[src/rtl/uart_pkg.sv]
// Shared UART definitions: parity encodings, frame FSM states and baud divisor helper.
// Intended to be reused unchanged by the matching receiver.
package uart_pkg;

  localparam logic [1:0] PARITY_NONE = 2'b00;
  localparam logic [1:0] PARITY_EVEN = 2'b01;
  localparam logic [1:0] PARITY_ODD  = 2'b10;

  typedef enum logic [2:0] {
    IDLE,
    START,
    DATA,
    PARITY,
    STOP
  } uart_state_e;

  function automatic int clks_per_bit(input int clk_freq, input int baud_rate);
    return clk_freq / baud_rate;
  endfunction

endpackage

[src/rtl/uart_sync_fifo.sv]
// Single-clock FIFO with wrap-bit pointers; occupancy is the pointer difference.
// Storage is not reset, only the pointers are.
module uart_sync_fifo #(
  parameter int WIDTH = 8,
  parameter int DEPTH = 16
) (
  input  logic                       clk,
  input  logic                       rst,
  input  logic                       push,
  input  logic [WIDTH-1:0]           push_data,
  input  logic                       pop,
  output logic [WIDTH-1:0]           pop_data,
  output logic                       full,
  output logic                       empty,
  output logic [$clog2(DEPTH+1)-1:0] count
);

  localparam int AW = $clog2(DEPTH);
  localparam int PW = AW + 1;
  localparam int CW = $clog2(DEPTH + 1);

  logic [WIDTH-1:0] mem_q [DEPTH];
  logic [PW-1:0]    wr_ptr_q, wr_ptr_d;
  logic [PW-1:0]    rd_ptr_q, rd_ptr_d;
  logic             do_push, do_pop;

  // Same low bits with differing wrap bits means the writer has lapped the reader.
  assign full     = (wr_ptr_q[AW] != rd_ptr_q[AW]) && (wr_ptr_q[AW-1:0] == rd_ptr_q[AW-1:0]);
  assign empty    = (wr_ptr_q == rd_ptr_q);
  assign count    = CW'(wr_ptr_q - rd_ptr_q);
  assign pop_data = mem_q[rd_ptr_q[AW-1:0]];

  assign do_push = push && !full;
  assign do_pop  = pop && !empty;

  always_comb begin
    wr_ptr_d = wr_ptr_q;
    rd_ptr_d = rd_ptr_q;
    if (do_push) wr_ptr_d = wr_ptr_q + PW'(1);
    if (do_pop)  rd_ptr_d = rd_ptr_q + PW'(1);
  end

  always_ff @(posedge clk or posedge rst) begin
    if (rst) begin
      wr_ptr_q <= '0;
      rd_ptr_q <= '0;
    end else begin
      wr_ptr_q <= wr_ptr_d;
      rd_ptr_q <= rd_ptr_d;
    end
  end

  always_ff @(posedge clk) begin
    if (do_push) mem_q[wr_ptr_q[AW-1:0]] <= push_data;
  end

endmodule

[src/rtl/uart_tx_fifo.sv]
// Buffered UART transmitter: valid/ready input into a FIFO, LSB-first serialiser with
// runtime parity and stop-bit selection latched per frame.
module uart_tx_fifo
  import uart_pkg::*;
#(
  parameter int CLK_FREQ  = 50000000,
  parameter int BAUD_RATE = 9600,
  parameter int DATA_BITS = 8,
  parameter int DEPTH     = 16
) (
  input  logic                       clk,
  input  logic                       rst,
  input  logic                       s_valid,
  output logic                       s_ready,
  input  logic [DATA_BITS-1:0]       s_data,
  input  logic [1:0]                 parity_mode,
  input  logic                       two_stop,
  output logic                       tx_serial,
  output logic                       tx_active,
  output logic                       tx_done,
  output logic [$clog2(DEPTH+1)-1:0] fifo_count
);

  localparam int CPB = clks_per_bit(CLK_FREQ, BAUD_RATE);
  localparam int BW  = $clog2(CPB);
  localparam int NW  = $clog2(DATA_BITS);

  logic                 fifo_pop, fifo_full, fifo_empty;
  logic [DATA_BITS-1:0] fifo_rdata;

  uart_sync_fifo #(
    .WIDTH (DATA_BITS),
    .DEPTH (DEPTH)
  ) u_fifo (
    .clk       (clk),
    .rst       (rst),
    .push      (s_valid),
    .push_data (s_data),
    .pop       (fifo_pop),
    .pop_data  (fifo_rdata),
    .full      (fifo_full),
    .empty     (fifo_empty),
    .count     (fifo_count)
  );

  assign s_ready = !fifo_full;

  uart_state_e          state_q, state_d;
  logic [BW-1:0]        baud_q, baud_d;
  logic [NW-1:0]        bit_q, bit_d;
  logic [DATA_BITS-1:0] shift_q, shift_d;
  logic                 par_q, par_d;
  logic [1:0]           mode_q, mode_d;
  logic                 two_q, two_d;
  logic                 tx_q, tx_d;
  logic                 act_q, act_d;
  logic                 done_q, done_d;
  logic                 bit_end, has_par;

  assign bit_end = (baud_q == BW'(CPB - 1));
  assign has_par = (mode_q == PARITY_EVEN) || (mode_q == PARITY_ODD);

  // Every transition sets tx_d to the level of the bit being entered, so the line
  // is a flop and changes exactly on bit boundaries.
  always_comb begin
    state_d  = state_q;
    baud_d   = baud_q;
    bit_d    = bit_q;
    shift_d  = shift_q;
    par_d    = par_q;
    mode_d   = mode_q;
    two_d    = two_q;
    tx_d     = tx_q;
    act_d    = act_q;
    done_d   = 1'b0;
    fifo_pop = 1'b0;
    if (state_q != IDLE) baud_d = bit_end ? '0 : baud_q + BW'(1);
    case (state_q)
      IDLE: begin
        tx_d  = 1'b1;
        act_d = 1'b0;
        if (!fifo_empty) begin
          fifo_pop = 1'b1;
          shift_d  = fifo_rdata;
          par_d    = 1'b0;
          mode_d   = parity_mode;
          two_d    = two_stop;
          baud_d   = '0;
          bit_d    = '0;
          state_d  = START;
          tx_d     = 1'b0;
          act_d    = 1'b1;
        end
      end
      START: begin
        if (bit_end) begin
          state_d = DATA;
          bit_d   = '0;
          tx_d    = shift_q[0];
          par_d   = shift_q[0];
        end
      end
      DATA: begin
        if (bit_end) begin
          if (bit_q == NW'(DATA_BITS - 1)) begin
            bit_d = '0;
            if (has_par) begin
              state_d = PARITY;
              tx_d    = (mode_q == PARITY_ODD) ? ~par_q : par_q;
            end else begin
              state_d = STOP;
              tx_d    = 1'b1;
            end
          end else begin
            bit_d   = bit_q + NW'(1);
            shift_d = {1'b0, shift_q[DATA_BITS-1:1]};
            tx_d    = shift_q[1];
            par_d   = par_q ^ shift_q[1];
          end
        end
      end
      PARITY: begin
        if (bit_end) begin
          state_d = STOP;
          bit_d   = '0;
          tx_d    = 1'b1;
        end
      end
      STOP: begin
        // bit_q counts stop periods already sent.
        if (bit_end) begin
          if (two_q && (bit_q == '0)) begin
            bit_d = NW'(1);
          end else begin
            state_d = IDLE;
            bit_d   = '0;
            tx_d    = 1'b1;
            act_d   = 1'b0;
            done_d  = 1'b1;
          end
        end
      end
      default: begin
        state_d = IDLE;
        tx_d    = 1'b1;
        act_d   = 1'b0;
      end
    endcase
  end

  always_ff @(posedge clk or posedge rst) begin
    if (rst) begin
      state_q <= IDLE;
      baud_q  <= '0;
      bit_q   <= '0;
      shift_q <= '0;
      par_q   <= 1'b0;
      mode_q  <= PARITY_NONE;
      two_q   <= 1'b0;
      tx_q    <= 1'b1;
      act_q   <= 1'b0;
      done_q  <= 1'b0;
    end else begin
      state_q <= state_d;
      baud_q  <= baud_d;
      bit_q   <= bit_d;
      shift_q <= shift_d;
      par_q   <= par_d;
      mode_q  <= mode_d;
      two_q   <= two_d;
      tx_q    <= tx_d;
      act_q   <= act_d;
      done_q  <= done_d;
    end
  end

  assign tx_serial = tx_q;
  assign tx_active = act_q;
  assign tx_done   = done_q;

endmodule

[config.mk]
export PLATFORM = sky130hd
export DESIGN_NAME = uart_tx_fifo
export DESIGN_NICKNAME = d
export VERILOG_FILES = /design/src/rtl/uart_pkg.sv /design/src/rtl/uart_sync_fifo.sv /design/src/rtl/uart_tx_fifo.sv
export SDC_FILE = /design/constraint.sdc
export NUM_CORES = 1
export LEC_CHECK = 0
export ABC_AREA = 1
export BUFFER_PORTS_ARGS = -buffer_cell sky130_fd_sc_hd__clkbuf_2
export CAP_MARGIN = 20
export CELL_PAD_IN_SITES_DETAIL_PLACEMENT = 1
export CELL_PAD_IN_SITES_GLOBAL_PLACEMENT = 2
export CORE_MARGIN = 2
export CORE_UTILIZATION = 25
export CTS_BUF_LIST = sky130_fd_sc_hd__clkbuf_2 sky130_fd_sc_hd__clkbuf_4 sky130_fd_sc_hd__clkbuf_8
export CTS_CLUSTER_DIAMETER = 50
export CTS_CLUSTER_SIZE = 10
export DETAILED_ROUTE_END_ITERATION = 7
export PLACE_DENSITY = 0.57
export SYNTH_ARGS = -nofsm -noshare
export SYNTH_HDL_FRONTEND = slang
export SYNTH_SLANG_ARGS = --single-unit
[constraint.sdc]
create_clock -name clk -period 4.55 [get_ports clk]
set_input_delay 0.91 -clock clk [delete_from_list [all_inputs] [get_ports clk]]
set_output_delay 0.91 -clock clk [all_outputs]
set_load 0.02 [all_outputs]
==> flow_metrics.py, run 1 <==
metrics = {
    "outcome": {
        "outcome": "finished, final reports clean",
    },
    "pwr": {
        "p_int_mw": 2.44,
        "power.share.clock_pct": 31.9,
        "ir_drop_mv": 0.187,
        "p_sw_mw": 1.09,
        "p_per_area_nw_per_um2": 396,
        "leakagePower_nw": 3.70,
        "swShare_pct": 31.0,
        "power_frac_seq_pct": 53.1,
        "p_comb_share_pct": 15.0,
    },
    "timing": {
        "timing.final.ws_setup_ns": 0.963,
        "finalMaxSlewViolations": 0,
        "whs_ns": 0.283,
        "hold_violations": 0,
        "worst_slew_pin_slew_ns": 0.828,
        "rsz0062_at_grt": "no",
        "totalNegativeSetupSlack_ns": 0,
        "setup_viol": 0,
        "finClkSkew_ns": 0.0173,
        "max_freq_ghz": 0.279,
        "fin_crit_sh_pct": 78.8,
        "max_slew_margin_pct": 44.6,
        "fin_crit_ns": 3.59,
    },
    "global_routing": {
        "grt_pass1_vias": 5809,
        "grt_antenna_before_repair": 0,
        "grt_util_all_layers_pct": 13.8,
        "grt_max_degree": 44,
        "grt.overflow.total": 0,
        "grt_pass1_wl_mm": 34.2,
    },
    "logic_synthesis": {
        "yosys.area.top_type": "edfxtp_1",
        "yosys.area.top_type_share_pct": 48.1,
        "syn-cell-area_um2": 8000,
        "synthesis.nets": 866,
        "synth_cells": 837,
        "synth_edf_count": 128,
        "postSynth.asyncResetShare_pct": 25.6,
        "ys_top_cells_by_area": "edfxtp_1 (48%), nand2_1 (15%), dfrtp_1 (13%)",
        "syn_avg_cell_area_um2": 9.55,
        "yosysWarnings": 0,
        "ys_types": 37,
        "synthFlopType": "edfxtp_1",
        "seq_area_frac_synth_pct": 61.9,
        "synth_seq_cells": 172,
    },
    "setup_path": {
        "crit_type": "reg -> out",
        "path_max_fanout": 14,
        "r2r-start": "u_fifo.rd_ptr_q[2]",
        "worstPathRequired_ns": 3.64,
        "start_kind": "flop",
        "regToRegEndpoint": "u_fifo.mem_q[8][0]",
        "reg2reg_slack_ns": 1.22,
        "setup.worst_path.end_class": "primary output",
        "cp_data_arrival_time_ns": 2.68,
        "ff2ff_path_depth": 9,
    },
    "detailed_routing": {
        "initialDrtViolationCount": 275,
        "drt_pass1_iterations": 4,
        "viasPerCell": 4.31,
        "wire_per_inst_um": 17.1,
        "routed_wl_mm": 21.7,
        "drtAntennaViolNets": 0,
        "vias": 5483,
        "drcViolationCount": 0,
    },
    "place": {
        "gp_congestion": 0.760,
        "place_hpwl_mm": 15.4,
        "post-place-ws_ns": 1.20,
        "portBuffers": 22,
    },
    "job": {
        "cap_violations": 0,
    },
    "clock_network": {
        "postCtsSetupBuffers": 0,
        "cts-buffers-inserted": 17,
        "clkTransAtPathRegs_ns": 0.10,
        "cts_resized": 0,
        "htreeDepth": 4,
        "clock-sinks": 172,
        "hold_buffers": 0,
        "cts_tree": "yes",
        "root_buffer": "clkbuf_8",
        "clk_path_buf_depth": 2,
        "insertion_delay_ns": 0.49,
    },
    "cells_and_area": {
        "syn2layout_area_growth_pct": 11.5,
        "final_common_cell": "nand2_1",
        "fin_util_pct": 28.3,
        "final_nets": 886,
        "n_antenna_cell": 0,
        "final_cell_mix": "nand2_1 (321), edfxtp_1 (128), nand3_1 (80), inv_1 (69), nor2_1 (58)",
        "fillers": 3648,
        "drive_gt1_share_pct": 10.1,
    },
    "die": {
        "start_util_pct": 25.3,
        "coreArea_um2": 31600,
        "num_rows": 65,
        "ioPinCount": 23,
        "die-area_um2": 33400,
        "die_w_um": 183,
        "die_h_um": 183,
    },
    "min_path": {
        "hold_class": "in -> async",
    },
}
==> final cells by class <==
class	instances	area (um2)	area share, %
flip-flops and latches	172	4950	55.5
multi-input cells	559	2600	29.2
well taps	402	503	5.64
inverters	79	297	3.33
clock buffers	17	234	2.62
clock inverters	15	176	1.98
repair buffers	28	155	1.74
==> stage by stage <==
stage          area, um2  instances  total power, mW
2_1_floorplan       8000        837             2.24
3_3_place_gp        8500       1240             2.45
3_5_place_dp        8500       1240             2.46
4_1_cts             8910       1272             3.59
5_1_grt             8910       1272             3.72
6_report            8910       1272             3.53
==> power groups by stage <==
stage          Sequential [mW]  Combinational, mW  Clock (mW)
4_1_cts                   1.88              0.544        1.17
3_5_place_dp              1.91              0.543           0
5_1_grt                   1.89              0.602        1.23
2_1_floorplan             1.89              0.343           0
3_3_place_gp              1.91              0.542           0
6_report                  1.87              0.528        1.13
==> worst max-delay path: stages (launching register included) <==
cell and delay (ns):
dfrtp_1 0.63, clkinv_1 0.41, ha_1 0.48, nand2_1 0.10
o21ai_0 0.21, xor2_1 0.17, clkbuf_2 0.19
==> cell usage after synthesis (2+ instances only) <==
cell type and n:
a21oi_1 11, nor2_4 2, inv_2 7, edfxtp_1 128, o21ai_1 2, nand4_1 5, nand3_4 2, buf_2 18
clkinv_1 2, nand3_2 2, inv_1 70, clkbuf_1 4, nand2_2 3, nor2_1 58, o22ai_1 5, buf_6 3
a21oi_2 2, ha_1 14, xnor2_1 4, dfrtp_1 43, o21ai_0 22, nor3_1 3, nand3_1 80, xor2_1 10
nor2_2 5, nand2_1 321
==> registers in the layout, summed over array words and instances (netlist names) <==
signal	count
mode_q	2
bit_q	3
tx_done	1
shift_q	8
u_fifo.rd_ptr_q	5
state_q	3
u_fifo.mem_q	128
u_fifo.wr_ptr_q	5
baud_q	13
tx_active	1
tx_serial	1
par_q	1
two_q	1
==> metal layers <==
metal / track usage (%) / wire (um)
met4: 3.65 / 308
met2: 23.8 / 10800
met1: 17.7 / 10200
met5: 0 / 0
met3: 2.66 / 416
==> how the worst max path moves through the flow <==
stage,startpoint,to,slack (ns),cells past startpoint
floorplan,u_fifo.rd_ptr_q[1],fifo_count[3],1.95,7
global placement,u_fifo.rd_ptr_q[2],u_fifo.mem_q[8][0],1.28,9
detailed placement,u_fifo.rd_ptr_q[2],u_fifo.mem_q[8][0],1.20,9
CTS,u_fifo.rd_ptr_q[2],fifo_count[4],0.87,6
global route,u_fifo.rd_ptr_q[2],fifo_count[4],0.66,6
finish,u_fifo.rd_ptr_q[2],fifo_count[4],0.96,6
==> cell families after synthesis <==
kind of cell	after synthesis	synth area share, %
DFF	172	61.9
adders and majority gates	15	2.44
xor gates and xnor gates	15	1.74
buffers and inverters	106	5.59
AOI/OAI and AO/OA	44	3.00
and+or+nand+nor	485	25.4
Power figures use the tool's default switching activity.
==> run 2: changes to the inputs <==
--- a/config.mk
+++ b/config.mk
@@ -16,7 +16,7 @@
 export CTS_CLUSTER_DIAMETER = 50
 export CTS_CLUSTER_SIZE = 10
 export DETAILED_ROUTE_END_ITERATION = 7
-export PLACE_DENSITY = 0.57
+export PLACE_DENSITY = 0.59
 export SYNTH_ARGS = -nofsm -noshare
 export SYNTH_HDL_FRONTEND = slang
 export SYNTH_SLANG_ARGS = --single-unit
==> constraint.sdc (replaced) <==
create_clock -name clk -period 3.25 [get_ports clk]
set_input_delay 0.65 -clock clk [delete_from_list [all_inputs] [get_ports clk]]
set_output_delay 0.65 -clock clk [all_outputs]
set_load 0.02 [all_outputs]
==> flow_metrics.py, run 2 (synthesized netlist as in run 1, its figures left out) <==
metrics = {
    "die": {
        "die_w_um": 183,
        "die-area_um2": 33400,
        "num_rows": 65,
        "ioPinCount": 23,
        "coreArea_um2": 31600,
        "die_h_um": 183,
        "start_util_pct": 25.3,
    },
    "global_routing": {
        "grt_antenna_before_repair": 1,
        "grt_util_all_layers_pct": 14.0,
        "grt_max_degree": 68,
        "grt_pass1_vias": 5869,
        "grt.overflow.total": 0,
        "grt_pass1_wl_mm": 34.8,
    },
    "setup_path": {
        "path_max_fanout": 9,
        "path_cells": "clkinv_1 > ha_1 > nand2_1 > o21ai_0 > xor2_1 > clkbuf_2",
        "worstPathRequired_ns": 2.60,
        "setup.worst_path.end_class": "primary output",
        "slowest_stage": "ha_1",
        "cp_data_arrival_time_ns": 2.29,
        "crit_type": "reg -> out",
        "slowest_delay_ns": 0.46,
        "start_kind": "flop",
    },
    "clock_network": {
        "root_buffer": "clkbuf_8",
        "postCtsSetupBuffers": 0,
        "htreeDepth": 4,
        "clk_path_buf_depth": 2,
        "clock-sinks": 172,
        "hold_buffers": 1,
        "clkTransAtPathRegs_ns": 0.12,
        "cts-buffers-inserted": 17,
        "cts_resized": 0,
        "insertion_delay_ns": 0.48,
        "cts_tree": "yes",
    },
    "cells_and_area": {
        "final_common_cell": "nand2_1",
        "fin_cells": 1280,
        "final_nets": 894,
        "largest_register_ff_count": 128,
        "syn2layout_area_growth_pct": 12.8,
        "final_cell_mix": "nand2_1 (321), edfxtp_1 (128), nand3_1 (80), inv_1 (69), nor2_1 (58)",
        "drive_gt1_share_pct": 10.9,
        "fin_util_pct": 28.6,
        "n_antenna_cell": 0,
        "final_area_um2": 9020,
    },
    "timing": {
        "hold_violations": 0,
        "fin_crit_ns": 2.94,
        "totalNegativeSetupSlack_ns": 0,
        "rsz0062_at_grt": "no",
        "fin_crit_sh_pct": 90.4,
        "finClkSkew_ns": 0.0237,
        "max_freq_ghz": 0.340,
        "max_slew_margin_pct": 45.3,
        "setup_viol": 0,
        "worst_slew_pin_slew_ns": 0.821,
        "finalMaxSlewViolations": 0,
    },
    "place": {
        "portBuffers": 22,
        "numPlacedInstances": 1247,
        "postPlaceCellArea_um2": 8570,
        "gp_congestion": 0.734,
        "place_hpwl_mm": 14.8,
    },
    "job": {
        "cap_violations": 0,
    },
    "pwr": {
        "p_per_area_nw_per_um2": 559,
        "leakagePower_nw": 3.76,
        "ir_drop_mv": 0.326,
    },
    "detailed_routing": {
        "routed_wl_mm": 22.2,
        "initialDrtViolationCount": 258,
        "drcViolationCount": 0,
        "drtAntennaViolNets": 0,
        "vias": 5545,
        "drt_pass1_iterations": 7,
        "viasPerCell": 4.33,
        "wire_per_inst_um": 17.4,
    },
    "min_path": {
        "hold_class": "in -> reg",
    },
    "outcome": {
        "outcome": "finished, final reports clean",
    },
}
==> run 2: path summary, 6_finish.rpt <==
kind / from / endpoint / slack [ns] / depth (start not counted)
worst min-delay path: parity_mode[1] / mode_q[1] / 0.39 / 3
worst max register to register: u_fifo.rd_ptr_q[2] / u_fifo.mem_q[11][6] / 0.47 / 9
worst min register to register: shift_q[3] / shift_q[3] / 0.49 / 2
worst max-delay path: u_fifo.rd_ptr_q[2] / fifo_count[4] / 0.31 / 6
max in group asynchronous: rst / tx_serial / 1.88 / 4
min in group asynchronous: rst / u_fifo.rd_ptr_q[3] / 0.58 / 3
==> run 2: power by group <==
part	total [mW]	internal [mW]	leakage [nW]	switching (mW)
Sequential	2.62	2.55	1.71	0.0736
Clock	1.65	0.674	0.219	0.980
Combinational	0.769	0.226	1.84	0.543
Total	5.05	3.45	3.76	1.60
==> run 2: worst max-delay path, delay by kind of cell, from the launching register on <==
kind / cells / cell delay (ns)
xor gates and xnor gates: 1 / 0.17
DFF: 1 / 0.39
buffers and inverters: 2 / 0.45
and+or+nand+nor: 1 / 0.10
AOI/OAI and AO/OA: 1 / 0.24
adders and majority gates: 1 / 0.46
==> run 2: metrics by stage <==
stage	hold slack, ns	setup slack, ns	total power [mW]
after floorplan	0.449	0.725	3.13
after global placement	0.465	0.516	3.46
after detailed placement	0.468	0.412	3.46
after CTS	0.352	0.207	5.15
after global routing	0.369	0.0762	5.30
final	0.390	0.313	5.05
==> run 2: layer usage <==
| layer | vias up | wire, um | global-route usage [%] |
|---|---|---|---|
| li1 | 2773 | - | - |
| met1 | 2700 | 10500 | 18.3 |
| met2 | 50 | 10900 | 23.8 |
| met3 | 20 | 456 | 2.46 |
| met4 | 2 | 376 | 4.42 |
| met5 | - | 12 | 0 |
==> run 2: cell type report <==
class	instances	area (um2)
clock inverter	15	205
timing repair buffer	36	230
sequential	172	4950
multi-input combinational	559	2600
inverter	79	297
clock buffer	17	234
fill	3649	22500
tap	402	503
==> run 3: changes to the inputs <==
--- a/config.mk
+++ b/config.mk
@@ -10,6 +10,7 @@
 export CAP_MARGIN = 20
 export CELL_PAD_IN_SITES_DETAIL_PLACEMENT = 1
 export CELL_PAD_IN_SITES_GLOBAL_PLACEMENT = 2
+export CORE_ASPECT_RATIO = 1.2
 export CORE_MARGIN = 2
 export CORE_UTILIZATION = 25
 export CTS_BUF_LIST = sky130_fd_sc_hd__clkbuf_2 sky130_fd_sc_hd__clkbuf_4 sky130_fd_sc_hd__clkbuf_8
==> flow_metrics.py, run 3 (synthesized netlist as in run 1, its figures left out) <==
metrics = {
    "timing": {
        "max_slew_margin_pct": 60.1,
        "fin_crit_ns": 2.93,
        "finClkSkew_ns": 0.0100,
        "rsz0062_at_grt": "no",
        "finalMaxSlewViolations": 0,
        "worst_slew_pin_slew_ns": 0.598,
        "max_freq_ghz": 0.341,
        "setup_viol": 0,
        "fin_crit_sh_pct": 90.2,
        "hold_violations": 0,
        "totalNegativeSetupSlack_ns": 0,
    },
    "detailed_routing": {
        "initialDrtViolationCount": 302,
        "drtAntennaViolNets": 0,
        "drcViolationCount": 2,
        "viasPerCell": 4.34,
        "wire_per_inst_um": 17.3,
        "drt_pass1_iterations": 8,
        "routed_wl_mm": 22.4,
        "vias": 5596,
    },
    "setup_path": {
        "startpoint": "u_fifo.rd_ptr_q[2]",
        "path_max_fanout": 9,
        "slowest_stage": "ha_1",
        "slowest_delay_ns": 0.50,
        "worstPathRequired_ns": 2.60,
        "endpoint": "fifo_count[4]",
        "start_kind": "flop",
        "r2r-start": "u_fifo.rd_ptr_q[2]",
        "ff2ff_path_depth": 10,
        "regToRegEndpoint": "u_fifo.mem_q[12][5]",
        "reg2reg_slack_ns": 0.71,
        "crit_type": "reg -> out",
        "setup.worst_path.end_class": "primary output",
        "path_cells": "clkinv_1 > ha_1 > nand2_1 > o21ai_0 > xor2_1 > clkbuf_2",
        "cp_data_arrival_time_ns": 2.28,
    },
    "clock_network": {
        "clkTransAtPathRegs_ns": 0.10,
        "htreeDepth": 4,
        "clock-sinks": 172,
        "root_buffer": "clkbuf_8",
        "clk_path_buf_depth": 2,
        "cts_tree": "yes",
        "insertion_delay_ns": 0.46,
        "cts-buffers-inserted": 17,
        "postCtsSetupBuffers": 0,
        "hold_buffers": 0,
        "cts_resized": 0,
    },
    "place": {
        "portBuffers": 22,
        "place_hpwl_mm": 15.3,
        "gp_congestion": 0.760,
    },
    "global_routing": {
        "grt_pass1_vias": 5985,
        "grt_pass1_wl_mm": 35.4,
        "grt.overflow.total": 0,
        "grt_max_degree": 53,
        "grt_antenna_before_repair": 0,
        "grt_util_all_layers_pct": 14.2,
    },
    "pwr": {
        "swShare_pct": 31.5,
        "p_per_area_nw_per_um2": 544,
        "leakagePower_nw": 3.79,
        "ir_drop_mv": 0.212,
        "p_comb_share_pct": 16.4,
        "power_frac_seq_pct": 53.4,
        "p_int_mw": 3.37,
        "power.share.clock_pct": 30.2,
        "p_sw_mw": 1.55,
    },
    "cells_and_area": {
        "largest_register_ff_count": 128,
        "final_nets": 905,
        "fin_util_pct": 28.7,
        "final_common_cell": "nand2_1",
        "drive_gt1_share_pct": 12.1,
        "syn2layout_area_growth_pct": 13.0,
        "n_antenna_cell": 0,
        "final_cell_mix": "nand2_1 (321), edfxtp_1 (128), nand3_1 (80), inv_1 (69), nor2_1 (58)",
    },
    "job": {
        "cap_violations": 0,
    },
    "die": {
        "start_util_pct": 25.4,
        "num_rows": 71,
        "ioPinCount": 23,
        "coreArea_um2": 31400,
        "die_h_um": 200,
        "die-area_um2": 33400,
        "die_w_um": 167,
    },
    "outcome": {
        "outcome": "complete, but fails checks",
        "violations": "DRC",
    },
    "min_path": {
        "hold_class": "in -> async",
    },
}
==> run 3: area by class of cell <==
| type | instances | area [um2] |
|---|---|---|
| fill | 3689 | 22400 |
| sequential | 172 | 4950 |
| multi-input combinational | 559 | 2600 |
| tap | 401 | 502 |
| timing repair buffer | 47 | 298 |
| inverter | 79 | 297 |
| clock buffer | 17 | 234 |
| clock inverter | 15 | 155 |
==> run 3: per-layer routing <==
metal | share of wire, % | routed length [um] | global-route usage (%)
met1 | 48 | 10600 | 19.0
met4 | 0.89 | 199 | 3.38
met5 | 0 | 0 | 0
met3 | 2.9 | 658 | 2.31
met2 | 49 | 10900 | 24.3
==> run 3: worst min-delay path by stage <==
stage | start | endpoint
after detailed placement | tx_serial | tx_serial
after CTS | rst | u_fifo.wr_ptr_q[4]
after global routing | rst | u_fifo.wr_ptr_q[0]
after floorplan | two_q | two_q
final | rst | u_fifo.wr_ptr_q[4]
after global placement | tx_active | tx_active
==> run 3: through the flow <==
stage	total power, mW	instance area [um2]	hold WS (ns)	worst slack (ns)	instances
floorplan	3.13	8000	0.449	0.725	837
finish	4.92	9030	0.124	0.320	1290
global route	5.18	9030	0.109	0.0805	1290
global placement	3.50	8650	0.459	0.823	1258
CTS	5.01	9030	0.105	0.281	1290
detailed placement	3.50	8650	0.467	0.749	1258
==> run 3: power by group through the flow <==
stage	Clock [mW]	Sequential (mW)	Combinational, mW
after detailed placement	0	2.67	0.829
after CTS	1.56	2.62	0.832
after global placement	0	2.67	0.827
after global routing	1.62	2.64	0.919
after floorplan	0	2.65	0.481
final	1.49	2.62	0.806
==> run 3: critical path: cells and delay by family, from the launching register on <==
kind / cells / cell delay [ns]
adder cells (fa/ha/maj): 1 / 0.50
buffers and inverters: 2 / 0.49
flip-flops: 1 / 0.36
AO/OA/AOI/OAI: 1 / 0.20
XOR/XNOR: 1 / 0.17
AND/OR/NAND/NOR: 1 / 0.10
